===== config.mk =====
export PLATFORM = sky130hd
export DESIGN_NAME = instr_fetch
export DESIGN_NICKNAME = d
export VERILOG_FILES = /design/src/rtl/instr_fetch.sv
export SDC_FILE = /design/constraint.sdc
export NUM_CORES = 2
export LEC_CHECK = 0
export CAP_MARGIN = 20
export CORE_UTILIZATION = 53
export CTS_BUF_LIST = sky130_fd_sc_hd__clkbuf_4
export DETAILED_ROUTE_END_ITERATION = 10
export DONT_BUFFER_PORTS = 1
export MAX_ROUTING_LAYER = met4
export PLACE_DENSITY = 0.75
export SLEW_MARGIN = 20
export SYNTH_ARGS = -nofsm -noshare
export SYNTH_HDL_FRONTEND = slang
export SYNTH_SLANG_ARGS = --single-unit

===== constraint.sdc =====
create_clock -name clk -period 4.25 [get_ports clk]
set_input_delay 0.85 -clock clk [delete_from_list [all_inputs] [get_ports clk]]
set_output_delay 0.85 -clock clk [all_outputs]
set_load 0.02 [all_outputs]

===== src/rtl/instr_fetch.sv =====
// Instruction fetch stage: loadable 256-byte program memory, fetches one byte per
// cycle into opcode/arg1/arg2/dest and hands the instruction over with valid/ready.
module instr_fetch #(
    parameter int ADDR_W      = 8,
    parameter int DATA_W      = 8,
    parameter int INSTR_BYTES = 4
) (
    input  logic              clk,
    input  logic              rst,
    input  logic [ADDR_W-1:0] pc,
    input  logic              pc_valid,
    input  logic              PROG_WE,
    input  logic [ADDR_W-1:0] PROG_ADDR,
    input  logic [DATA_W-1:0] PROG_DATA,
    input  logic              instr_ready,
    output logic [DATA_W-1:0] opcode,
    output logic [DATA_W-1:0] arg1,
    output logic [DATA_W-1:0] arg2,
    output logic [DATA_W-1:0] dest,
    output logic              instr_valid,
    output logic              busy,
    output logic              overrun
);

    localparam int IDX_W = $clog2(INSTR_BYTES);
    localparam logic [IDX_W-1:0] IDX_LAST = IDX_W'(INSTR_BYTES - 1);

    typedef enum logic [1:0] {
        S_IDLE  = 2'd0,
        S_FETCH = 2'd1,
        S_HOLD  = 2'd2
    } state_t;

    state_t                                r_state;
    state_t                                w_state_next;
    logic [ADDR_W-1:0]                     r_base;
    logic [ADDR_W-1:0]                     w_base_next;
    logic [IDX_W-1:0]                      r_byte_idx;
    logic [IDX_W-1:0]                      w_idx_next;
    logic                                  r_overrun;
    logic                                  w_overrun_next;
    logic                                  r_busy;
    logic                                  r_valid;
    logic [INSTR_BYTES-1:0][DATA_W-1:0]    r_fields;
    logic [ADDR_W-1:0]                     w_rd_addr;

    logic [DATA_W-1:0] r_mem [2**ADDR_W];

    // Address arithmetic wraps naturally at ADDR_W bits.
    assign w_rd_addr = r_base + ADDR_W'(r_byte_idx);

    // Not reset: program contents must survive rst.
    always_ff @(posedge clk) begin
        if (PROG_WE) begin
            r_mem[PROG_ADDR] <= PROG_DATA;
        end
    end

    always_comb begin
        w_state_next   = r_state;
        w_base_next    = r_base;
        w_idx_next     = r_byte_idx;
        w_overrun_next = r_overrun;
        case (r_state)
            S_IDLE: begin
                if (pc_valid) begin
                    w_state_next = S_FETCH;
                    w_base_next  = pc;
                    w_idx_next   = '0;
                end
            end
            S_FETCH: begin
                if (pc_valid) begin
                    w_overrun_next = 1'b1;
                end
                w_idx_next = r_byte_idx + IDX_W'(1);
                if (r_byte_idx == IDX_LAST) begin
                    w_state_next = S_HOLD;
                end
            end
            S_HOLD: begin
                if (instr_ready) begin
                    if (pc_valid) begin
                        w_state_next = S_FETCH;
                        w_base_next  = pc;
                        w_idx_next   = '0;
                    end else begin
                        w_state_next = S_IDLE;
                    end
                end else if (pc_valid) begin
                    w_overrun_next = 1'b1;
                end
            end
            default: begin
                w_state_next = S_IDLE;
            end
        endcase
    end

    // busy/instr_valid are registered decodes of the next state, so no input reaches an output combinationally.
    always_ff @(posedge clk or posedge rst) begin
        if (rst) begin
            r_state    <= S_IDLE;
            r_base     <= '0;
            r_byte_idx <= '0;
            r_overrun  <= 1'b0;
            r_busy     <= 1'b0;
            r_valid    <= 1'b0;
        end else begin
            r_state    <= w_state_next;
            r_base     <= w_base_next;
            r_byte_idx <= w_idx_next;
            r_overrun  <= w_overrun_next;
            r_busy     <= (w_state_next == S_FETCH);
            r_valid    <= (w_state_next == S_HOLD);
        end
    end

    // Single registered read port; a same-edge write is seen only by later bytes.
    always_ff @(posedge clk or posedge rst) begin
        if (rst) begin
            r_fields <= '0;
        end else if (r_state == S_FETCH) begin
            r_fields[r_byte_idx] <= r_mem[w_rd_addr];
        end
    end

    assign opcode      = r_fields[0];
    assign arg1        = r_fields[1];
    assign arg2        = r_fields[2];
    assign dest        = r_fields[3];
    assign instr_valid = r_valid;
    assign busy        = r_busy;
    assign overrun     = r_overrun;

endmodule


-- After elaboration in Yosys (flattened, before gate mapping)
Memories as Yosys holds them, arrays and structs flattened.
Index checks and enable logic that the tools add are counted.
- $add $sub $neg: 2
- order comparisons: 2
- eq/ne operators: 7
- multiplexer cells: 19
- reduce and logical (&&, ||, !) cells: 8
- operator list (kind ; number):
    $bwmux 32 ; 1
    $mux 8 ; 3
    $demux 8 s2 ; 1
    $pmux 8 s2 ; 1
    $pmux 2 s3 ; 2
    $mux 2 ; 5
    $add 8x2->8 ; 1
    $eq 2x2->1 const B ; 3
    $reduce_and 2->1 ; 3
    $mux 1 ; 5
    $eq 2x1->1 const B ; 2
    $ne 2x2->1 const B ; 2
    $reduce_bool 2->1 ; 2
    $lt 2x3->1 const B ; 1
    $reduce_bool 3->1 ; 1
    $add 2x1->2 const B ; 1
    $ge 2x1->1 const B ; 1
    $logic_not 2->1 ; 1
    $pmux 1 s2 ; 1
    $logic_and 1x1->1 ; 1
- bits in registers: 47
- memory bits (writable): 2048
- input port bits: 29
- output and inout port bits: 35
- logic and storage cells: 49
- memories: 1
- memories (memory ; words ; bits a word ; rd ports ; clocked after memory_dff ; wr ports ; line ; source):
    r_mem ; 256 ; 8 ; 1 ; 0 ; 1 ; 47 ; logic [DATA_W-1:0] r_mem [2**ADDR_W];

-- Longest topological paths before layout
- depth in word-level cells: 5
- gate-level depth with buffers: 18
- gate-level depth less buffers: 11

-- Worst setup path before layout
Ideal clock, no wire load.
- path kind: reg-to-reg
- start: reg r_byte_idx[0]
- end: reg r_fields (netlist bit arg1[0])
- setup time: 125 ps
- data arrival time: 3476 ps
- required time: 4125 ps
- slack: 649 ps
- stages on the path, launching flop included: 15
- path buffers: 4
- clock period less this slack: 3601 ps
- cell sequence: dfrtp_1 ha_1 inv_1 fa_1 buf_4 xnor2_2 buf_6 buf_6 buf_6 mux4_2 mux2_2 a21oi_1 o32ai_1 o31a_1 mux2_2
- cells in the longest elaborated chain, start to end: 5
- elaborated cells between the ends (all ways): 8
- classes of those cells: 1 x add/sub; 2 x order compare; 3 x mux; 1 x reduce/logical; 1 x memory
- ends and longest elaborated chain (what ; line ; source):
    start, declared ; 38 ; logic [IDX_W-1:0] r_byte_idx;
    start signal, assigned ; 112 ; r_byte_idx <= w_idx_next;
    parallel branches: the longest is 4 deep, another holds $add 8x2->8 ; - ;
    $bwmux 32 (*) ; 124 ; r_fields[r_byte_idx] <= r_mem[w_rd_addr];
    end signal, assigned by index ; 124 ;
    end, declared ; 44 ; logic [INSTR_BYTES-1:0][DATA_W-1:0] r_fields;
Every way passes the cells marked *.
A chain may end at the register's enable or synchronous reset.

-- Worst setup path after layout
- start: reg r_base[0]
- end: reg r_fields (netlist bit arg2[3])
- cells in the longest elaborated chain, start to end: 3
- ends and longest elaborated chain (what ; line ; source):
    start, declared ; 36 ; logic [ADDR_W-1:0] r_base;
    start signal, assigned ; 111 ; r_base <= w_base_next;
    $add 8x2->8 ; 50 ; assign w_rd_addr = r_base + ADDR_W'(r_byte_idx);
    $mem_v2 256x8 ; - ;
    $bwmux 32 ; 124 ;
No other way between the ends.

==> impl_metrics.json <==
{
  "outcome": "finished, violations left",
  "violations": "antenna rules, setup timing",
  "drtIter0Drc": 6149,
  "vias": 44900,
  "worst_pin_slew_ns": 1.25,
  "die_area_um2": 156000,
  "timing.rr.start": "r_base[0]",
  "clockPowerShare_pct": 21.4,
  "wl_um": 209000,
  "dpl.hpwl_um": 123000,
  "maxCapViolations": 0,
  "synth-seq-cells": 2095,
  "path_clk_slew_ns": 0.07,
  "wl_per_cell_um": 29.0,
  "p_int_mw": 48.0,
  "htree_levels": 6,
  "rows": 144,
  "cts-root-buf": "clkbuf_4",
  "worst-endpoint-arrival_ns": 5.67,
  "grt_pass1_vias": 45300,
  "grt_max_degree": 257,
  "vias_per_cell": 6.25,
  "synth_fp_nets": 4177,
  "antenna_found_initial": 8,
  "postPlaceCellArea_um2": 86300,
  "use_met2_pct": 40.2,
  "synth_cells": 4141,
  "fin_crit_sh_pct": 104,
  "die_h_um": 395,
  "synth_cell_types": 66,
  "synthTopCellsByArea": "edfxtp_1 (75%), mux4_2 (13%), nand2_1 (1.7%)",
  "yosysTopAreaCell": "edfxtp_1",
  "synth-main-ff-cell": "edfxtp_1",
  "clock_latency_ns": 1.35,
  "post-place-cells": 6250,
  "worstSetupEndpointType": "flop",
  "path_class": "reg2reg",
  "gr-usage-met1_pct": 36.5,
  "drive_gt1_share_pct": 33.0,
  "hold_ws_ns": 0.0940,
  "layout_commonest_cell": "edfxtp_1",
  "yosysWarningCount": 0,
  "fin_ws_ns": -0.151,
  "max-clock-path-buffers": 4,
  "final_cell_mix": "edfxtp_1 (2048), clkbuf_4 (748), mux4_2 (478)",
  "switchingPower_mw": 29.0,
  "place.gp.congestion": 0.970,
  "coreArea_um2": 154000,
  "post-route-drc-count": 0,
  "crit_path_start_kind": "flop",
  "comb_power_share_pct": 48.2,
  "gr-max-usage-layer": "met2",
  "fin_crit_ns": 4.40,
  "seqPwrFrac_pct": 30.4,
  "design_area_um2": 93700,
  "met3_usage_pct": 7.66,
  "grt_use_total_pct": 27.5,
  "die_x_um": 395,
  "gr-total-overflow": 0,
  "cts.sinks": 2095,
  "cts_tree": "done",
  "finalSetupViolations": 5,
  "relSlewSlack_pct": 15.6,
  "fin_cells": 7186,
  "finalNetCount": 4823,
  "cts_buffers": 538,
  "peakVddDrop_mv": 0.817,
  "switching_share_pct": 37.7,
  "hold_class": "in2async",
  "reg2regPathDepth": 16,
  "final_antenna_net_count": 1,
  "async_flop_share_pct": 2.24,
  "maxSlewViolCount": 0,
  "yosysTopAreaCellShare_pct": 74.9,
  "ys_seq_area_share_pct": 76.4,
  "synth-edff-count": 2048,
  "synth_area_um2": 82100,
  "power.leakage_nw": 30.8,
  "syn_area_per_cell_um2": 19.8,
  "p_per_area_nw_per_um2": 821,
  "worstPathRequired_ns": 5.52,
  "finClkSkew_ns": 0.0939,
  "flow.area_growth_from_synthesis_pct": 14.2,
  "io_buffers": 0,
  "cp-startpoint": "r_base[0]",
  "dr.pass1.iters": 7,
  "ios": 64,
  "crit_fanout": 16,
  "initial_core_util_pct": 53.3,
  "max_freq_mhz": 227,
  "grt_pass1_wl_um": 301000,
  "finalHoldViolations": 0
}
per-layer routing:
metal  routed length [um]  share of wire, %
met5                    0                 0
met4                 7940               3.8
met3                26400                13
met2                98100                47
met1                76200                37
registers in the layout, indices dropped and copies added (netlist names):
register / cells
r_mem: 2048
r_state: 2
arg2: 8
arg1: 8
overrun: 1
r_byte_idx: 2
opcode: 8
instr_valid: 1
r_base: 8
dest: 8
busy: 1
power groups by stage:
stage          Sequential [mW]  Clock (mW)  Combinational (mW)
2_1_floorplan             23.7           0                22.5
3_3_place_gp              23.8           0                34.9
3_5_place_dp              23.8           0                35.2
4_1_cts                   23.4        16.7                36.2
5_1_grt                   23.4        17.7                38.5
6_report                  23.4        16.5                37.1
worst max-delay path, stage by stage, from the launching register on:
cell and delay [ns]:
dfrtp_1 0.39, ha_4 0.17, inv_1 0.05, fa_4 0.47, xnor2_4 0.26, buf_12 0.21
buf_12 0.19, buf_12 0.17, buf_4 0.19, nand2_1 0.07, nand3_1 0.08, a41oi_1 0.17
buf_4 0.18, nor4_1 0.65, nor4_4 0.15, a211oi_2 0.65, mux2_1 0.24
cells by family (layout without fill, tap and decap cells):
| family | Yosys count | after routing | synth area share (%) |
|---|---|---|---|
| flip-flops | 2095 | 2095 | 76.4 |
| XOR/XNOR | 10 | 10 | 0.116 |
| AO/OA/AOI/OAI | 232 | 232 | 2.04 |
| AND/OR/NAND/NOR | 906 | 906 | 4.71 |
| other | 0 | 18 | 0 |
| buffers and inverters | 253 | 1236 | 1.49 |
| multiplexers | 638 | 638 | 15.2 |
| adder cells (fa/ha/maj) | 7 | 7 | 0.116 |
through the flow:
| stage | utilization [%] | setup TNS (ns) | setup slack (ns) | power [mW] |
|---|---|---|---|---|
| 2_1_floorplan | - | 0 | 0.649 | 46.2 |
| 3_3_place_gp | 56.1 | -7.41 | -0.367 | 58.7 |
| 3_5_place_dp | 56.1 | -6.45 | -0.359 | 59.1 |
| 4_1_cts | 60.6 | 0 | 0.00491 | 76.3 |
| 5_1_grt | 60.9 | -0.327 | -0.0904 | 79.7 |
| 6_report | 60.9 | -0.572 | -0.151 | 77.0 |
area by class of cell:
type,instances,area [um2]
tap,2044,2560
fill,10600,60100
timing repair buffer,351,3480
inverter,8,31.3
sequential,2095,62700
clock buffer,748,5620
clock inverter,129,774
antenna,18,45.0
multi-input combinational,1793,18600
cells in the mapped netlist (25+ instances only):
| cell | count |
|---|---|
| edfxtp_1 | 2048 |
| mux4_2 | 478 |
| nand2_1 | 369 |
| nor2_1 | 298 |
| nand3_1 | 124 |
| clkbuf_1 | 118 |
| mux2i_1 | 108 |
| buf_2 | 73 |
| dfrtp_1 | 47 |
| mux2_2 | 47 |
| a21oi_1 | 29 |
| a211oi_1 | 27 |
| o21ai_0 | 25 |
repair_timing:
item | CTS | global route
buffers inserted | 2 | 0
pin swaps | 0 | 1
hold buffers | 27 | 6
resized for setup | 30 | 25
hold endpoints to repair | 2232 | 291
setup endpoints to repair | 32 | 32
final timing paths:
path,to,slack [ns]
max,arg2[3],-0.15
min,r_base[3],0.09
max reg2reg,arg2[3],-0.15
min reg2reg,r_base[0],0.59
max in group asynchronous,r_byte_idx[0],3.61
min in group clk,r_mem[154][1],0.14
No activity file was read; power rests on OpenSTA's default activity.
